`src/rtl/mem_arbiter_pkg.sv`:
```
// Shared types for the two-requester memory arbiter: FSM state encoding and
// the saturating helper used by the optional grant counters.
package mem_arbiter_pkg;

  typedef enum logic [1:0] {
    IDLE  = 2'd0,
    ISSUE = 2'd1,
    WAIT  = 2'd2,
    DONE  = 2'd3
  } arb_state_e;

  localparam int CNT_W = 16;

  function automatic logic [CNT_W-1:0] sat_inc(input logic [CNT_W-1:0] v);
    return (&v) ? v : v + 1'b1;
  endfunction

endpackage

```
`src/rtl/mem_arb_rr.sv`:
```
// Two-way round-robin picker: a lone requester wins outright; on a tie the
// requester that was not granted last time wins.
module mem_arb_rr (
  input  logic [1:0] req,
  input  logic       last_grant,
  output logic       grant,
  output logic       valid
);

  always_comb begin
    valid = |req;
    grant = 1'b0;
    if (&req) grant = ~last_grant;
    else      grant = req[1];
  end

endmodule

```
`src/rtl/mem_arbiter.sv`:
```
// Shares one MemoryController port between two req/ack requesters, one
// transaction in flight. Define MEM_ARB_PERF_EN to add per-requester grant counters.
module mem_arbiter
  import mem_arbiter_pkg::*;
#(
  parameter int MEM_WIDTH  = 32,
  parameter int MEM_SIZE   = 256,
  parameter int RD_LATENCY = 1
) (
  input  logic                 clk,
  input  logic                 rst_n,
  input  logic                 r0_req,
  input  logic                 r0_we,
  input  logic [31:0]          r0_addr,
  input  logic [MEM_WIDTH-1:0] r0_wdata,
  output logic                 r0_ack,
  output logic [MEM_WIDTH-1:0] r0_rdata,
  input  logic                 r1_req,
  input  logic                 r1_we,
  input  logic [31:0]          r1_addr,
  input  logic [MEM_WIDTH-1:0] r1_wdata,
  output logic                 r1_ack,
  output logic [MEM_WIDTH-1:0] r1_rdata,
  output logic [31:0]          mem_addr,
  output logic                 mem_read_en,
  output logic                 mem_write_en,
  output logic [MEM_WIDTH-1:0] mem_write_val,
  input  logic [MEM_WIDTH-1:0] mem_read_val
`ifdef MEM_ARB_PERF_EN
  ,
  output logic [15:0]          r0_grant_cnt,
  output logic [15:0]          r1_grant_cnt
`endif
);

  localparam int AW = $clog2(MEM_SIZE);
  localparam int LW = (RD_LATENCY > 1) ? $clog2(RD_LATENCY) : 1;

  arb_state_e                state;
  logic [1:0]                req;
  logic                      grant, grant_vld;
  logic                      last_grant, owner, we_q;
  logic [LW-1:0]             lat_cnt;
  logic [1:0]                ack_q;
  logic [1:0][MEM_WIDTH-1:0] rdata_q;
  logic                      sel_we;
  logic [AW-1:0]             sel_addr;
  logic [MEM_WIDTH-1:0]      sel_wdata;
  logic                      addr_unused;

  assign req       = {r1_req, r0_req};
  assign sel_we    = grant ? r1_we : r0_we;
  assign sel_addr  = grant ? r1_addr[AW-1:0] : r0_addr[AW-1:0];
  assign sel_wdata = grant ? r1_wdata : r0_wdata;
  // Out-of-range addresses wrap silently, so the upper bits are dropped.
  assign addr_unused = ^{r0_addr[31:AW], r1_addr[31:AW]};

  mem_arb_rr u_rr (
    .req        (req),
    .last_grant (last_grant),
    .grant      (grant),
    .valid      (grant_vld)
  );

  // mem_* outputs are loaded on the IDLE->ISSUE edge so they are live only in ISSUE.
  always_ff @(posedge clk or negedge rst_n) begin
    if (!rst_n) begin
      state         <= IDLE;
      last_grant    <= 1'b1;
      owner         <= 1'b0;
      we_q          <= 1'b0;
      lat_cnt       <= '0;
      ack_q         <= '0;
      rdata_q       <= '0;
      mem_addr      <= '0;
      mem_read_en   <= 1'b0;
      mem_write_en  <= 1'b0;
      mem_write_val <= '0;
    end else begin
      case (state)
        IDLE: begin
          if (grant_vld) begin
            owner         <= grant;
            last_grant    <= grant;
            we_q          <= sel_we;
            mem_addr      <= {{(32-AW){1'b0}}, sel_addr};
            mem_write_val <= sel_wdata;
            mem_write_en  <= sel_we;
            mem_read_en   <= ~sel_we;
            state         <= ISSUE;
          end
        end
        ISSUE: begin
          mem_addr      <= '0;
          mem_read_en   <= 1'b0;
          mem_write_en  <= 1'b0;
          mem_write_val <= '0;
          if (we_q) begin
            ack_q[owner] <= 1'b1;
            state        <= DONE;
          end else begin
            lat_cnt <= LW'(RD_LATENCY - 1);
            state   <= WAIT;
          end
        end
        WAIT: begin
          // Final WAIT cycle is exactly RD_LATENCY cycles after the strobe.
          if (lat_cnt == '0) begin
            rdata_q[owner] <= mem_read_val;
            ack_q[owner]   <= 1'b1;
            state          <= DONE;
          end else begin
            lat_cnt <= lat_cnt - 1'b1;
          end
        end
        DONE: begin
          ack_q <= '0;
          state <= IDLE;
        end
        default: state <= IDLE;
      endcase
    end
  end

  assign r0_ack   = ack_q[0];
  assign r1_ack   = ack_q[1];
  assign r0_rdata = rdata_q[0];
  assign r1_rdata = rdata_q[1];

`ifdef MEM_ARB_PERF_EN
  logic [1:0][CNT_W-1:0] grant_cnt;

  always_ff @(posedge clk or negedge rst_n) begin
    if (!rst_n)                         grant_cnt        <= '0;
    else if (state == IDLE && grant_vld) grant_cnt[grant] <= sat_inc(grant_cnt[grant]);
  end

  assign r0_grant_cnt = grant_cnt[0];
  assign r1_grant_cnt = grant_cnt[1];
`endif

endmodule

```
`config.mk`:
```
export PLATFORM = sky130hd
export DESIGN_NAME = mem_arbiter
export DESIGN_NICKNAME = d
export VERILOG_FILES = /design/src/rtl/mem_arbiter_pkg.sv /design/src/rtl/mem_arb_rr.sv /design/src/rtl/mem_arbiter.sv
export SDC_FILE = /design/constraint.sdc
export NUM_CORES = 1
export LEC_CHECK = 0
export CORE_ASPECT_RATIO = 0.5
export CORE_UTILIZATION = 38
export DETAILED_ROUTE_END_ITERATION = 10
export PLACE_DENSITY = 0.82
export RECOVER_POWER = 25
export SLEW_MARGIN = 20
export SYNTH_ARGS = -nofsm -noshare
export SYNTH_HDL_FRONTEND = slang
export SYNTH_SLANG_ARGS = --single-unit
```
`constraint.sdc`:
```
create_clock -name clk -period 2.4 [get_ports clk]
set_input_delay 0.48 -clock clk [delete_from_list [all_inputs] [get_ports clk]]
set_output_delay 0.48 -clock clk [all_outputs]
set_load 0.03 [all_outputs]
```
# Word-level counts from Yosys, hierarchy flattened
# Cells that the tools add are included.
# Widths: inputs -> output; s select.
[op_classes]
addsub = 1
mux = 27
n_reduce_logical = 13
eq_ne = 7
n_lt_le_gt_ge = 2
n_bitwise = 4
[op_table]
columns = ["operator", "count"]
rows = [
  ["$mux 32", 4],
  ["$pmux 32 s2", 2],
  ["$bwmux 64", 1],
  ["$demux 32 s1", 1],
  ["$reduce_and 2->1", 6],
  ["$mux 1", 8],
  ["$mux 2", 4],
  ["$mux 8", 1],
  ["$ne 2x2->1 const B", 4],
  ["$pmux 2 s4", 1],
  ["$pmux 1 s2", 3],
  ["$pmux 2 s3", 1],
  ["$eq 2x2->1 const B", 2],
  ["$reduce_bool 2->1", 2],
  ["$not 1->1", 3],
  ["$reduce_and 3->1", 1],
  ["$reduce_bool 3->1", 1],
  ["$eq 2x1->1 const B", 1],
  ["$logic_not 2->1", 1],
  ["$lt 1x2->1 const B", 1],
  ["$or 2x2->2", 1],
  ["$reduce_or 2->1", 1],
  ["$demux 1 s1", 1],
  ["$ge 1x1->1 const B", 1],
  ["other kinds (2)", 2],
]
[totals]
ff_bits = 138
out_inout_bits = 132
in_bits = 166
word_cells = 66

# Depth between registers and ports, before layout
# Gate-level depths: netlist (run 1).
[logic_depth]
ltp_word = 7
ltp_mapped = 8
depth_no_buf = 5

# Hierarchy
# A second synthesis (run 1) with hierarchy kept.
[hier_totals]
hier_cells = 449
area_unflattened_um2 = 4908.5
[by_module_without_submodules]
columns = ["mod", "n_inst", "seq_area_each_um2", "area_per_inst_um2", "cells_per_inst"]
rows = [
  ["mem_arbiter", 1, 2829.0, 4894.7, 447],
  ["mem_arb_rr", 1, 0.0, 13.8, 2],
]

# Worst setup path after synthesis (run 1)
# Ideal clock, no wire load.
[synth_path]
path_type = "reg-to-reg"
startpoint = "reg state[0]"
endpoint = "reg mem_write_val[1]"
t_arrival_ps = 1602
path_stages_with_launch = 8
path_slack_ps = 720
required_ps = 2322
synth_period_minus_slack_ps = 1680
path_cell_list = "dfrtp_1 inv_1 ha_1 buf_6 or3b_4 o21ai_4 buf_8 o2bb2ai_1"
[synth_between]
elab_chain_len = 3
elab_cells_between_ends = 6
classes_between = "2 x eq/ne; 1 x mux; 3 x reduce/logical"
[synth_lines]
columns = ["element", "line", "text"]
rows = [
  ["from (decl)", "mem_arbiter.sv:39", "arb_state_e state;"],
  ["from (signal assigned)", "mem_arbiter.sv:68", "state <= IDLE;"],
  ["from (signal assigned)", "mem_arbiter.sv:90", "state <= ISSUE;"],
  ["from (signal assigned)", "mem_arbiter.sv:100", "state <= DONE;"],
  ["$eq 2x1->1 or $logic_not 2->1 (tied branches)", "mem_arbiter.sv:80", "case (state)"],
  ["$reduce_bool 2->1 (no line) or $ne 2x2->1 (tied branches)", "-", ""],
  ["$reduce_and 2->1 (no line)", "-", ""],
  ["to (signal assigned)", "mem_arbiter.sv:87", "mem_write_val <= sel_wdata;"],
  ["to (decl)", "mem_arbiter.sv:27", "output logic [MEM_WIDTH-1:0] mem_write_val,"],
]
# Parallel ways exist; a longest one is shown, timed or not.
# A chain may end at the register's enable or synchronous reset.

# Worst setup path in the final report (run 1)
[layout_path]
startpoint = "reg mem_write_val[12]"
endpoint = "out mem_write_val[12]"
# No word-level cell between the ends.

==> reports/qor_table.md, run 1 <==
| Parameter | Reported |
|---|---|
| Wire length reported by the detailed router | 12890 um |
| Cell at the root of the clock tree | sky130_fd_sc_hd__clkbuf_16 |
| Average wire per cell in the routed design | 17.11 um |
| Internal cell power | 7082 uW |
| Wire length of the first global-routing pass | 19840 um |
| Area of the die | 13470 um2 |
| Period utilization | 82.52% |
| Iteration-0 DRC count of the detailed router | 203 |
| Type of destination of the critical path | output port |
| Routability Congestion | 0.7520 |
| Worst slack at placement | 0.2008 ns |
| Synthesis-stage register bit count | 113 |
| Start-to-end type of the worst setup path | flip-flop to output port |
| Initial Util | 40.35% |
| Worst Path Buf+Inv | 1 |
| Setup-failing EPs final | 0 |
| Multiplexer share of the synthesized area | 22.93% |
| Largest fanout of any net on the critical path | 2 |
| P_leak | 0.003352 uW |
| Worst-case vdd ir drop | 0.0007431 V |
| Core region area | 12230 um2 |
| Non-Filler Cell Area, Final | 7918 um2 |
| Total of fill cells in the finished design | 899 |
| Clock Sinks | 113 |
| P per Cell Area | 1445 nW/um2 |
| Antenna diode count | 0 |
| Hold/Removal Path Class | primary input to asynchronous set/reset pin |
| Post-CTS clock slew at the launch and capture registers of the worst setup and hold paths | 0.06 ns |
| TritonCTS clock tree | yes |
| Synth Area in Simple Gates | 1.319% |
| Number of antenna violations at the first check in global routing | 0 |
| Total power after layout | 11440 uW |
| Post-layout net count | 747 |
| Post-CTS setup repair buffer count | 0 |
| CP cell instances | clkdlybuf4s50_1 |
| Pin count of the biggest net entering global routing | 43 |
| Result of the run | finished, final reports clean |
| Synthesized-area fraction occupied by ao, oa, aoi and oai cells | 9.612% |
| Setup total negative slack | 0 ns |
| Cts bufs inserted | 17 |
| Placed cell areas | 7297 um2 |
| Max-capacitance violation count | 0 |
| Buffers on Ports | 225 |
| Post-route antenna net violation count | 0 |
| Standard-cell rows | 28 |
| Unrepaired setup endpoints after global routing | no |
| Combinational family with the most area after synthesis | multiplexers |
| Clk_lat worst skew | 0.41 ns |
| Count of hold-fix buffers inserted at cts | 0 |
| CP max-delay cell | sky130_fd_sc_hd__clkdlybuf4s50_1 |
| Post-DP HPWL | 9102 um |
| Worst hold margin | 0.2651 ns |
| Worst relative slew slack | 28.89% |
| Routed via count | 3650 |
| Final-report hold violation count | 0 |
| Die height | 82.57 um |
| CTS H-Tree Depth | 4 |
| Synth async-reset ratio | 100.0% |
| Post-CTS resize count | 0 |
| Mapped Cells | 343 |
| Worst-case clock skew | 0.01182 ns |
| Data required time at the worst endpoint | 1.92 ns |
| Number of primary I/O pins | 298 |
| Primary FF master, synth | sky130_fd_sc_hd__dfrtp_1 |
| Area added between synthesis and finish | 60.49% |
| Pin slew with the least headroom to its limit | 1.067 ns |
| Switching Power | 4360 uW |
| Global-route usage over all layers | 19.44% |
| Post-synthesis share of cell area spent on xor and xnor gates | 0% |
| Average via count per standard cell | 4.847 |
| Kind of cell with the highest combined delay on the critical path | buffers and inverters |
| Final setup slack of the worst path | 0.4195 ns |
| Kind of launch point of the worst setup path | flip-flop |
| Top achievable clock speed | 504.9 MHz |
| Maximum cell stage delay along the critical path | 0.72 ns |
| Switching fraction of total power | 38.11% |
| Share of power burned in registers | 27.8% |
| Post-synth EDFFs | 0 |
| Via count of the first global-routing pass | 3799 |
| Portion of the post-synthesis area used by sequential elements | 57.34% |
| Total global routing overflow | 0 |
| Max Root-Sink Buffers | 2 |
| Worst EP arrival | 1.50 ns |
| Combinational share of power | 48.6% |
| Horizontal die dimension | 163.1 um |
| Share of final-layout standard cells stronger than drive strength 1 | 18.88% |
| Count of pins over their slew limit | 0 |
| Shortest period the worst path allows | 1.980 ns |
| Number of distinct library cells after synthesis | 30 |
| Number of warnings printed during yosys synthesis | 0 |
| Post-synth design cell area | 4933 um2 |
| Post-Syn Area per Cell | 14.38 um2 |
| Clk pwr share | 23.6% |
| Adder and majority gate portion of the synthesized area | 1.522% |
| First-pass iteration count of the detailed router | 4 |
| Number of remaining DRC errors | 0 |
## cell families after synthesis
logic type | after synthesis
compound gates | 57
fa+ha+maj | 6
buf+inv | 49
flops | 113
mux | 105
other cells | 1
simple gates | 12
## registers in the layout, indices dropped and copies added, names as in the netlist
signal and flops:
mem_write_en 1, mem_write_val 32, last_grant 1, we_q 1, state 2, r0_rdata 32
ack_q 2, mem_read_en 1, r1_rdata 32, owner 1, mem_addr 8
## through the flow
| stage | cells | util, % |
|---|---|---|
| 2_1_floorplan | 366 | - |
| 3_3_place_gp | 721 | 59.68 |
| 3_5_place_dp | 721 | 59.68 |
| 4_1_cts | 753 | 64.90 |
| 5_1_grt | 753 | 64.76 |
| 6_report | 753 | 64.76 |
## synth_stat cells, types with 2 or more instances
cell,number,area [um2]
sky130_fd_sc_hd__a21oi_1,4,20.02
sky130_fd_sc_hd__a22o_1,2,17.52
sky130_fd_sc_hd__a31oi_1,3,18.77
sky130_fd_sc_hd__buf_2,11,55.05
sky130_fd_sc_hd__buf_4,28,210.2
sky130_fd_sc_hd__buf_8,4,60.06
sky130_fd_sc_hd__dfrtp_1,112,2803
sky130_fd_sc_hd__ha_1,6,75.07
sky130_fd_sc_hd__inv_1,4,15.01
sky130_fd_sc_hd__mux2_2,64,720.7
sky130_fd_sc_hd__mux2i_1,41,410.4
sky130_fd_sc_hd__nand2_1,5,18.77
sky130_fd_sc_hd__o21ai_0,3,15.01
sky130_fd_sc_hd__o2bb2ai_1,40,350.3
## power groups by stage
stage	Sequential, uW	Clock, uW	Combinational (uW)
2_1_floorplan	4670	0	1920
3_3_place_gp	3150	0	5510
3_5_place_dp	3190	0	5590
4_1_cts	3180	2750	5630
5_1_grt	3280	2860	5860
6_report	3180	2700	5560
## cell usage in the layout (no fill, tap or decap), drive strengths merged, types with 2 or more instances in the layout
cell           count
mux2              64
o21ai              5
buf                9
a31oi              3
clkbuf            22
conb              24
bufinv             4
o2bb2ai           41
a21oi              4
clkinv             3
mux2i             41
clkdlybuf4s50    224
ha                 6
dfrtp            112
clkinvlp           4
nand2              5
inv                5
a22o               2
## area by class of cell
| cell class | instances | area [um2] | share of cell area [%] |
|---|---|---|---|
| Timing Repair Buffer | 235 | 2382 | 30.09 |
| Tap cell | 165 | 206.4 | 2.607 |
| Inverter | 4 | 15.01 | 0.1896 |
| Multi-Input combinational cell | 204 | 1847 | 23.32 |
| Clock buffer | 20 | 456.7 | 5.768 |
| Clock inverter | 12 | 181.4 | 2.291 |
| Sequential cell | 113 | 2829 | 35.73 |
## per-layer routing
metal	track usage, %	wire length, um	vias to the layer above
met3	5.045	646	24
met1	21.77	5054	1835
met5	0	0	-
li1	-	-	1668
met2	35.89	6951	123
met4	8.037	233	0
## worst paths after layout
path / from / endpoint / slack (ns) / depth (start not counted)
max: mem_write_val[12]$_DFFE_PN0P_ / mem_write_val[12] / 0.42 / 1
min: rst_n / mem_write_val[24]$_DFFE_PN0P_ / 0.27 / 1
min in group clk: mem_write_val[13]$_DFFE_PN0P_ / mem_write_val[13]$_DFFE_PN0P_ / 0.49 / 1
max reg2reg: state[0]$_DFFE_PN0P_ / mem_write_val[12]$_DFFE_PN0P_ / 0.52 / 7
max in group asynchronous: rst_n / r1_rdata[18]$_DFFE_PN0P_ / 0.79 / 2
min reg2reg: mem_write_val[13]$_DFFE_PN0P_ / mem_write_val[13]$_DFFE_PN0P_ / 0.49 / 1
(Power assumes the default switching activity.)
==> run 2: changes to the inputs <==
==> constraint.sdc (replaced) <==
create_clock -name clk -period 2.05 [get_ports clk]
set_input_delay 0.41 -clock clk [delete_from_list [all_inputs] [get_ports clk]]
set_output_delay 0.41 -clock clk [all_outputs]
set_load 0.03 [all_outputs]
==> reports/qor_table.md, run 2 (synthesis gave the netlist of run 1 again) <==
| Parameter | Reported | Delta |
|---|---|---|
| Result of the run | finished, final reports clean |  |
| Clk_lat worst skew | 0.40 ns | about the same |
| Area of the die | 13470 um2 | unchanged |
| Switching fraction of total power | 38.37% | +0.27 points |
| Standard-cell rows | 28 | unchanged |
| Worst slack at placement | 0.06492 ns | -0.1359 ns |
| Final-report hold violation count | 0 | unchanged |
| CTS H-Tree Depth | 4 | unchanged |
| Core region area | 12230 um2 | unchanged |
| Setup-failing EPs final | 0 | unchanged |
| Met1 routing resource usage after global routing | 21.84% | +0.076 points |
| Clock Sinks | 113 | unchanged |
| Cts bufs inserted | 17 | unchanged |
| Total power after layout | 13020 uW | +14% |
| Pin slew with the least headroom to its limit | 0.7354 ns | -0.3313 ns |
| Type of destination of the critical path | output port |  |
| Maximum cell stage delay along the critical path | 0.70 ns | -0.02 ns |
| CP max-delay cell | sky130_fd_sc_hd__clkdlybuf4s50_1 |  |
| Combinational share of power | 50.4% | +1.8 points |
| Worst flop-to-flop path endpoint | mem_write_val[4]$_DFFE_PN0P_ |  |
| Internal reg-to-reg setup slack | 0.31 ns | -0.21 ns |
| Hold Startpoint | mem_addr[6]$_DFFE_PN0P_ |  |
| Wire length reported by the detailed router | 12700 um | -1.4% |
| Count of pins over their slew limit | 0 | unchanged |
| Data required time at the worst endpoint | 1.64 ns | -0.28 ns |
| Internal cell power | 8023 uW | +13% |
| Antenna diode count | 0 | unchanged |
| Period utilization | 91.33% |  |
| Commonest cells after routing, fill and taps aside | 224 x sky130_fd_sc_hd__clkdlybuf4s50_1, 112 x sky130_fd_sc_hd__dfrtp_1, 64 x sky130_fd_sc_hd__mux2_2, 41 x sky130_fd_sc_hd__mux2i_1, 40 x sky130_fd_sc_hd__o2bb2ai_1 |  |
| Start of the worst register-to-register path | state[0]$_DFFE_PN0P_ |  |
| Area added between synthesis and finish | 59.17% |  |
| Via count of the first global-routing pass | 3780 | -0.50% |
| Worst EP arrival | 1.46 ns | -0.04 ns |
| Met3 GRT Util | 4.046% | -1.0 points |
| Post-layout net count | 749 | +0.27% |
| Total of fill cells in the finished design | 923 | +2.7% |
| Hold Crit Depth | 1 |  |
| Global-route usage over all layers | 19.15% | -0.29 points |
| Die height | 82.57 um | unchanged |
| Iteration-0 DRC count of the detailed router | 207 | +2.0% |
| Max-capacitance violation count | 0 | unchanged |
| Share of final-layout standard cells stronger than drive strength 1 | 18.06% | -0.82 points |
| Max Root-Sink Buffers | 2 | unchanged |
| Horizontal die dimension | 163.1 um | unchanged |
| Number of antenna violations at the first check in global routing | 0 | unchanged |
| First-pass iteration count of the detailed router | 4 | unchanged |
| Clk pwr share | 21.0% | -2.6 points |
| Kind of launch point of the worst setup path | flip-flop |  |
| Switching Power | 4996 uW | +15% |
| Worst hold margin | 0.4852 ns | +0.2201 ns |
| Pin count of the biggest net entering global routing | 58 | +35% |
| P_leak | 0.003342 uW | -0.30% |
| Wire length of the first global-routing pass | 19530 um | -1.6% |
| Shortest period the worst path allows | 1.872 ns |  |
| Met2 capacity usage during global routing | 35.30% | -0.59 points |
| Post-CTS clock slew at the launch and capture registers of the worst setup and hold paths | 0.05 ns | about the same |
| Top achievable clock speed | 534.1 MHz |  |
| Worst r2r path cells | 7 | unchanged |
| Number of primary I/O pins | 298 | unchanged |
| Total global routing overflow | 0 | unchanged |
| Worst-case vdd ir drop | 0.0008563 V | +15% |
| TritonCTS clock tree | yes |  |
| Routability Congestion | 0.7599 | +1.1% |
| Cell at the root of the clock tree | sky130_fd_sc_hd__clkbuf_16 |  |
| Largest fanout of any net on the critical path | 2 | unchanged |
| Setup total negative slack | 0 ns | unchanged |
| Routing layer with the top usage in global route | met2 |  |
| Worst Path Buf+Inv | 1 | unchanged |
| Number of remaining DRC errors | 0 | unchanged |
| Fin util | 64.22% | -0.53 points |
| Post-CTS resize count | 0 | unchanged |
| Average wire per cell in the routed design | 16.89 um | -1.3% |
| Post-route antenna net violation count | 0 | unchanged |
| Most common cell after layout, fill and taps aside | sky130_fd_sc_hd__clkdlybuf4s50_1 |  |
| P per Cell Area | 1658 nW/um2 | +15% |
| Buffers on Ports | 225 | unchanged |
| Post-DP HPWL | 8975 um | -1.4% |
| Start-to-end type of the worst setup path | flip-flop to output port |  |
| Routed via count | 3636 | -0.38% |
| Kind of cell with the highest combined delay on the critical path | buffers and inverters |  |
| Worst-case clock skew | 0.01034 ns | -0.001481 ns |
| Initial Util | 40.35% | unchanged |
| Unrepaired setup endpoints after global routing | no |  |
| Final setup slack of the worst path | 0.1778 ns | -0.2417 ns |
| Hold/Removal Path Class | flip-flop to flip-flop |  |
| Average via count per standard cell | 4.835 | -0.25% |
| Terminating pin of the worst hold path | mem_addr[6]$_DFFE_PN0P_ |  |
| CP cell instances | clkdlybuf4s50_1 |  |
| Worst relative slew slack | 50.97% | +22 points |
| Share of power burned in registers | 28.6% | +0.8 points |
run 2: changes by cell type in the layout (fill, tap and decap cells not counted), moves of 2 or more:
cell and delta:
sky130_fd_sc_hd__clkinv_2 +5, sky130_fd_sc_hd__clkinvlp_4 -4, sky130_fd_sc_hd__clkbuf_1 +3, sky130_fd_sc_hd__bufinv_16 -2, sky130_fd_sc_hd__clkinv_4 -2
run 2: what timing repair did:
item	CTS	global route
endpoints found under the hold margin	26	0
buffers inserted	0	0
hold buffers	1	0
run 2: how the worst max path moves through the flow:
stage	start	endpoint	slack (ns)	cells after the start
floorplan	state[0]$_DFFE_PN0P_	mem_write_val[1]$_DFFE_PN0P_	0.37	7
global placement	r1_req	mem_write_val[12]$_DFFE_PN0P_	0.11	5
detailed placement	r1_req	mem_write_val[15]$_DFFE_PN0P_	0.06	5
CTS	mem_write_val[4]$_DFFE_PN0P_	mem_write_val[4]	0.15	1
global route	mem_write_en$_DFFE_PN0P_	mem_write_en	0.13	1
finish	mem_write_val[4]$_DFFE_PN0P_	mem_write_val[4]	0.18	1
run 2: routing by layer:
layer / wire (um) / share of wire, %
met1: 5178 / 41
met2: 6714 / 53
met3: 581 / 4.6
met4: 226 / 1.8
met5: 0 / 0
run 2: power groups by stage:
stage | clock [uW] | sequential, uW | combinational, uW
6_report | 2740 | 3720 | 6560
5_1_grt | 2940 | 3850 | 6920
4_1_cts | 2810 | 3730 | 6620
3_5_place_dp | 0 | 3740 | 6610
3_3_place_gp | 0 | 3700 | 6510
2_1_floorplan | 0 | 5470 | 2250
run 2: cell type report:
class / instances / area [um2] / share of cell area (%)
Sequential cell: 113 / 2829 / 36.03
Timing Repair Buffer: 237 / 2415 / 30.75
Tap cell: 165 / 206.4 / 2.629
Inverter: 4 / 15.01 / 0.1912
Clock inverter: 8 / 90.09 / 1.147
Multi-Input combinational cell: 204 / 1847 / 23.52
Clock buffer: 21 / 450.4 / 5.736
run 2: through the flow:
step / cells / instance area, um2
floorplan: 366 / 5020
global placement: 722 / 7317
detailed placement: 722 / 7317
CTS: 752 / 7868
global route: 752 / 7853
finish: 752 / 7853
==> run 3: changes to the inputs <==
--- a/config.mk
+++ b/config.mk
@@ -6,9 +6,10 @@
 export NUM_CORES = 1
 export LEC_CHECK = 0
 export CORE_ASPECT_RATIO = 0.5
-export CORE_UTILIZATION = 38
+export CORE_UTILIZATION = 41
 export DETAILED_ROUTE_END_ITERATION = 10
-export PLACE_DENSITY = 0.82
+export GPL_ROUTABILITY_DRIVEN = 0
+export PLACE_DENSITY = 0.87
 export RECOVER_POWER = 25
 export SLEW_MARGIN = 20
 export SYNTH_ARGS = -nofsm -noshare
==> constraint.sdc (replaced) <==
create_clock -name clk -period 2.3 [get_ports clk]
set_input_delay 0.46 -clock clk [delete_from_list [all_inputs] [get_ports clk]]
set_output_delay 0.46 -clock clk [all_outputs]
set_load 0.03 [all_outputs]
==> reports/qor_table.md, run 3 (synthesis gave the netlist of run 1 again) <==
| Parameter | Reported | Delta |
|---|---|---|
| Clk_lat worst skew | 0.40 ns | about the same |
| CP max-delay cell | sky130_fd_sc_hd__clkdlybuf4s50_1 |  |
| Worst flop-to-flop path endpoint | mem_write_val[6]$_DFFE_PN0P_ |  |
| Result of the run | finished, final reports clean |  |
| Largest fanout of any net on the critical path | 2 | unchanged |
| Data required time at the worst endpoint | 1.84 ns | +0.20 ns |
| Maximum cell stage delay along the critical path | 0.72 ns | +0.02 ns |
| Share of power burned in registers | 27.7% | -0.9 points |
| Number of antenna violations at the first check in global routing | 0 | unchanged |
| CP cell instances | clkdlybuf4s50_1 |  |
| Hold Startpoint | mem_write_val[10]$_DFFE_PN0P_ |  |
| Launching instance or port of the critical path | r0_rdata[0]$_DFFE_PN0P_ |  |
| Average wire per cell in the routed design | 18.31 um | +8.4% |
| Internal cell power | 7442 uW | -7.2% |
| Pin slew with the least headroom to its limit | 1.413 ns | +0.6778 ns |
| P per Cell Area | 1515 nW/um2 | -8.6% |
| P_leak | 0.003378 uW | +1.1% |
| Post-CTS setup repair buffer count | 0 | unchanged |
| Horizontal die dimension | 157.1 um | -3.7% |
| Global-route usage over all layers | 22.87% | +3.7 points |
| Worst hold margin | 0.4847 ns | -0.0005200 ns |
| Total global routing overflow | 0 | unchanged |
| Switching Power | 4600 uW | -7.9% |
| Setup total negative slack | 0 ns | unchanged |
| Start-to-end type of the worst setup path | flip-flop to output port |  |
| Buffers on Ports | 225 | unchanged |
| Kind of launch point of the worst setup path | flip-flop |  |
| Average via count per standard cell | 4.926 | +1.9% |
| Unrepaired setup endpoints after global routing | no |  |
| Standard-cell rows | 27 | -3.6% |
| Non-Filler Cell Area, Final | 7948 um2 | +1.2% |
| Wire length of the first global-routing pass | 21380 um | +9.5% |
| Max-capacitance violation count | 0 | unchanged |
| Start of the worst register-to-register path | state[0]$_DFFE_PN0P_ |  |
| Share of final-layout standard cells stronger than drive strength 1 | 18.68% | +0.62 points |
| Core region area | 11350 um2 | -7.2% |
| Most common cell after layout, fill and taps aside | sky130_fd_sc_hd__clkdlybuf4s50_1 |  |
| First-pass iteration count of the detailed router | 4 | unchanged |
| Wire length reported by the detailed router | 13700 um | +7.8% |
| Shortest period the worst path allows | 1.953 ns |  |
| Antenna diode count | 0 | unchanged |
| Post-CTS resize count | 0 | unchanged |
| Count of pins over their slew limit | 0 | unchanged |
| Number of primary I/O pins | 298 | unchanged |
| Post-CTS clock slew at the launch and capture registers of the worst setup and hold paths | 0.05 ns | about the same |
| Cells after DPL | 715 | -0.97% |
| Worst-case clock skew | 0.004866 ns | -0.005477 ns |
| Period utilization | 84.90% |  |
| Die height | 79.57 um | -3.6% |
| Clock Sinks | 113 | unchanged |
| Area added between synthesis and finish | 61.10% |  |
| Number of remaining DRC errors | 0 | unchanged |
| Clk pwr share | 23.6% | +2.6 points |
| Type of destination of the critical path | output port |  |
| Final-report hold violation count | 0 | unchanged |
| Kind of cell with the highest combined delay on the critical path | buffers and inverters |  |
| Post-DP HPWL | 9179 um | +2.3% |
| Area of the die | 12500 um2 | -7.2% |
| Setup-failing EPs final | 0 | unchanged |
| Internal reg-to-reg setup slack | 0.37 ns | +0.06 ns |
| Max Root-Sink Buffers | 2 | unchanged |
| Worst-case vdd ir drop | 0.0007804 V | -8.9% |
| Hold Crit Depth | 1 | unchanged |
| Via count of the first global-routing pass | 3969 | +5.0% |
| Worst r2r path cells | 6 | -1 |
| Post-layout net count | 748 | -0.13% |
| Worst Path Buf+Inv | 1 | unchanged |
| Combinational share of power | 48.7% | -1.7 points |
| Cell at the root of the clock tree | sky130_fd_sc_hd__clkbuf_16 |  |
| CTS H-Tree Depth | 4 | unchanged |
| Pin count of the biggest net entering global routing | 54 | -6.9% |
| Placed cell areas | 7302 um2 | -0.21% |
| Fin cells | 748 | -0.53% |
| TritonCTS clock tree | yes |  |
| Post-route antenna net violation count | 0 | unchanged |
| Worst path depth | 1 | unchanged |
| Commonest cells after routing, fill and taps aside | 224 x sky130_fd_sc_hd__clkdlybuf4s50_1, 112 x sky130_fd_sc_hd__dfrtp_1, 64 x sky130_fd_sc_hd__mux2_2, 41 x sky130_fd_sc_hd__mux2i_1, 40 x sky130_fd_sc_hd__o2bb2ai_1 |  |
| Top achievable clock speed | 512.1 MHz |  |
| Terminating pin of the worst hold path | mem_write_val[10]$_DFFE_PN0P_ |  |
| Iteration-0 DRC count of the detailed router | 196 | -5.3% |
| Worst relative slew slack | 5.784% | -45 points |
| Routed via count | 3685 | +1.3% |
| Worst EP arrival | 1.49 ns | +0.03 ns |
| Switching fraction of total power | 38.20% | -0.17 points |
| Hold/Removal Path Class | flip-flop to flip-flop |  |
| Initial Util | 43.46% | +3.1 points |
| Cts bufs inserted | 17 | unchanged |
run 3: routing by layer:
| layer | vias to the layer above | routed length (um) | track usage, % |
|---|---|---|---|
| li1 | 1672 | - | - |
| met1 | 1837 | 5381 | 25.14 |
| met2 | 140 | 7198 | 41.20 |
| met3 | 36 | 726 | 6.135 |
| met4 | 0 | 391 | 11.65 |
| met5 | - | 0 | 0 |
run 3: power by group through the flow:
stage	clock network [uW]	registers [uW]	logic, uW
2_1_floorplan	0	4880	2000
3_3_place_gp	0	3280	5740
3_5_place_dp	0	3330	5850
4_1_cts	2900	3340	5910
5_1_grt	2980	3440	6150
6_report	2840	3340	5870
run 3: area by class of cell:
| class | count | area, um2 |
|---|---|---|
| Tap cell | 159 | 198.9 |
| Inverter | 4 | 15.01 |
| Clock buffer | 22 | 484.2 |
| Sequential cell | 113 | 2829 |
| Clock inverter | 10 | 155.1 |
| Multi-Input combinational cell | 204 | 1847 |
| Timing Repair Buffer | 236 | 2419 |
| Fill cell | 772 | 3403 |
run 3: metrics by stage:
step,setup slack [ns],util (%),power [uW]
finish,0.3474,70.02,12040
CTS,0.3325,70.05,12150
detailed placement,0.2491,64.33,9180
floorplan,0.6204,-,6878
global placement,0.2809,64.33,9020
global route,0.1574,70.02,12560
run 3: timing repair:
action	CTS	global route
endpoints found under the hold margin	21	0
setup endpoints to repair	0	0
hold buffers	1	0
run 3: worst max path at each step:
stage	end	slack, ns
after floorplan	mem_write_val[1]$_DFFE_PN0P_	0.62
after global placement	mem_read_en$_DFFE_PN0P_	0.28
after detailed placement	mem_write_val[1]$_DFFE_PN0P_	0.25
after CTS	r0_rdata[0]	0.33
after global routing	r0_rdata[29]$_DFFE_PN0P_	0.16
final	r0_rdata[0]	0.35
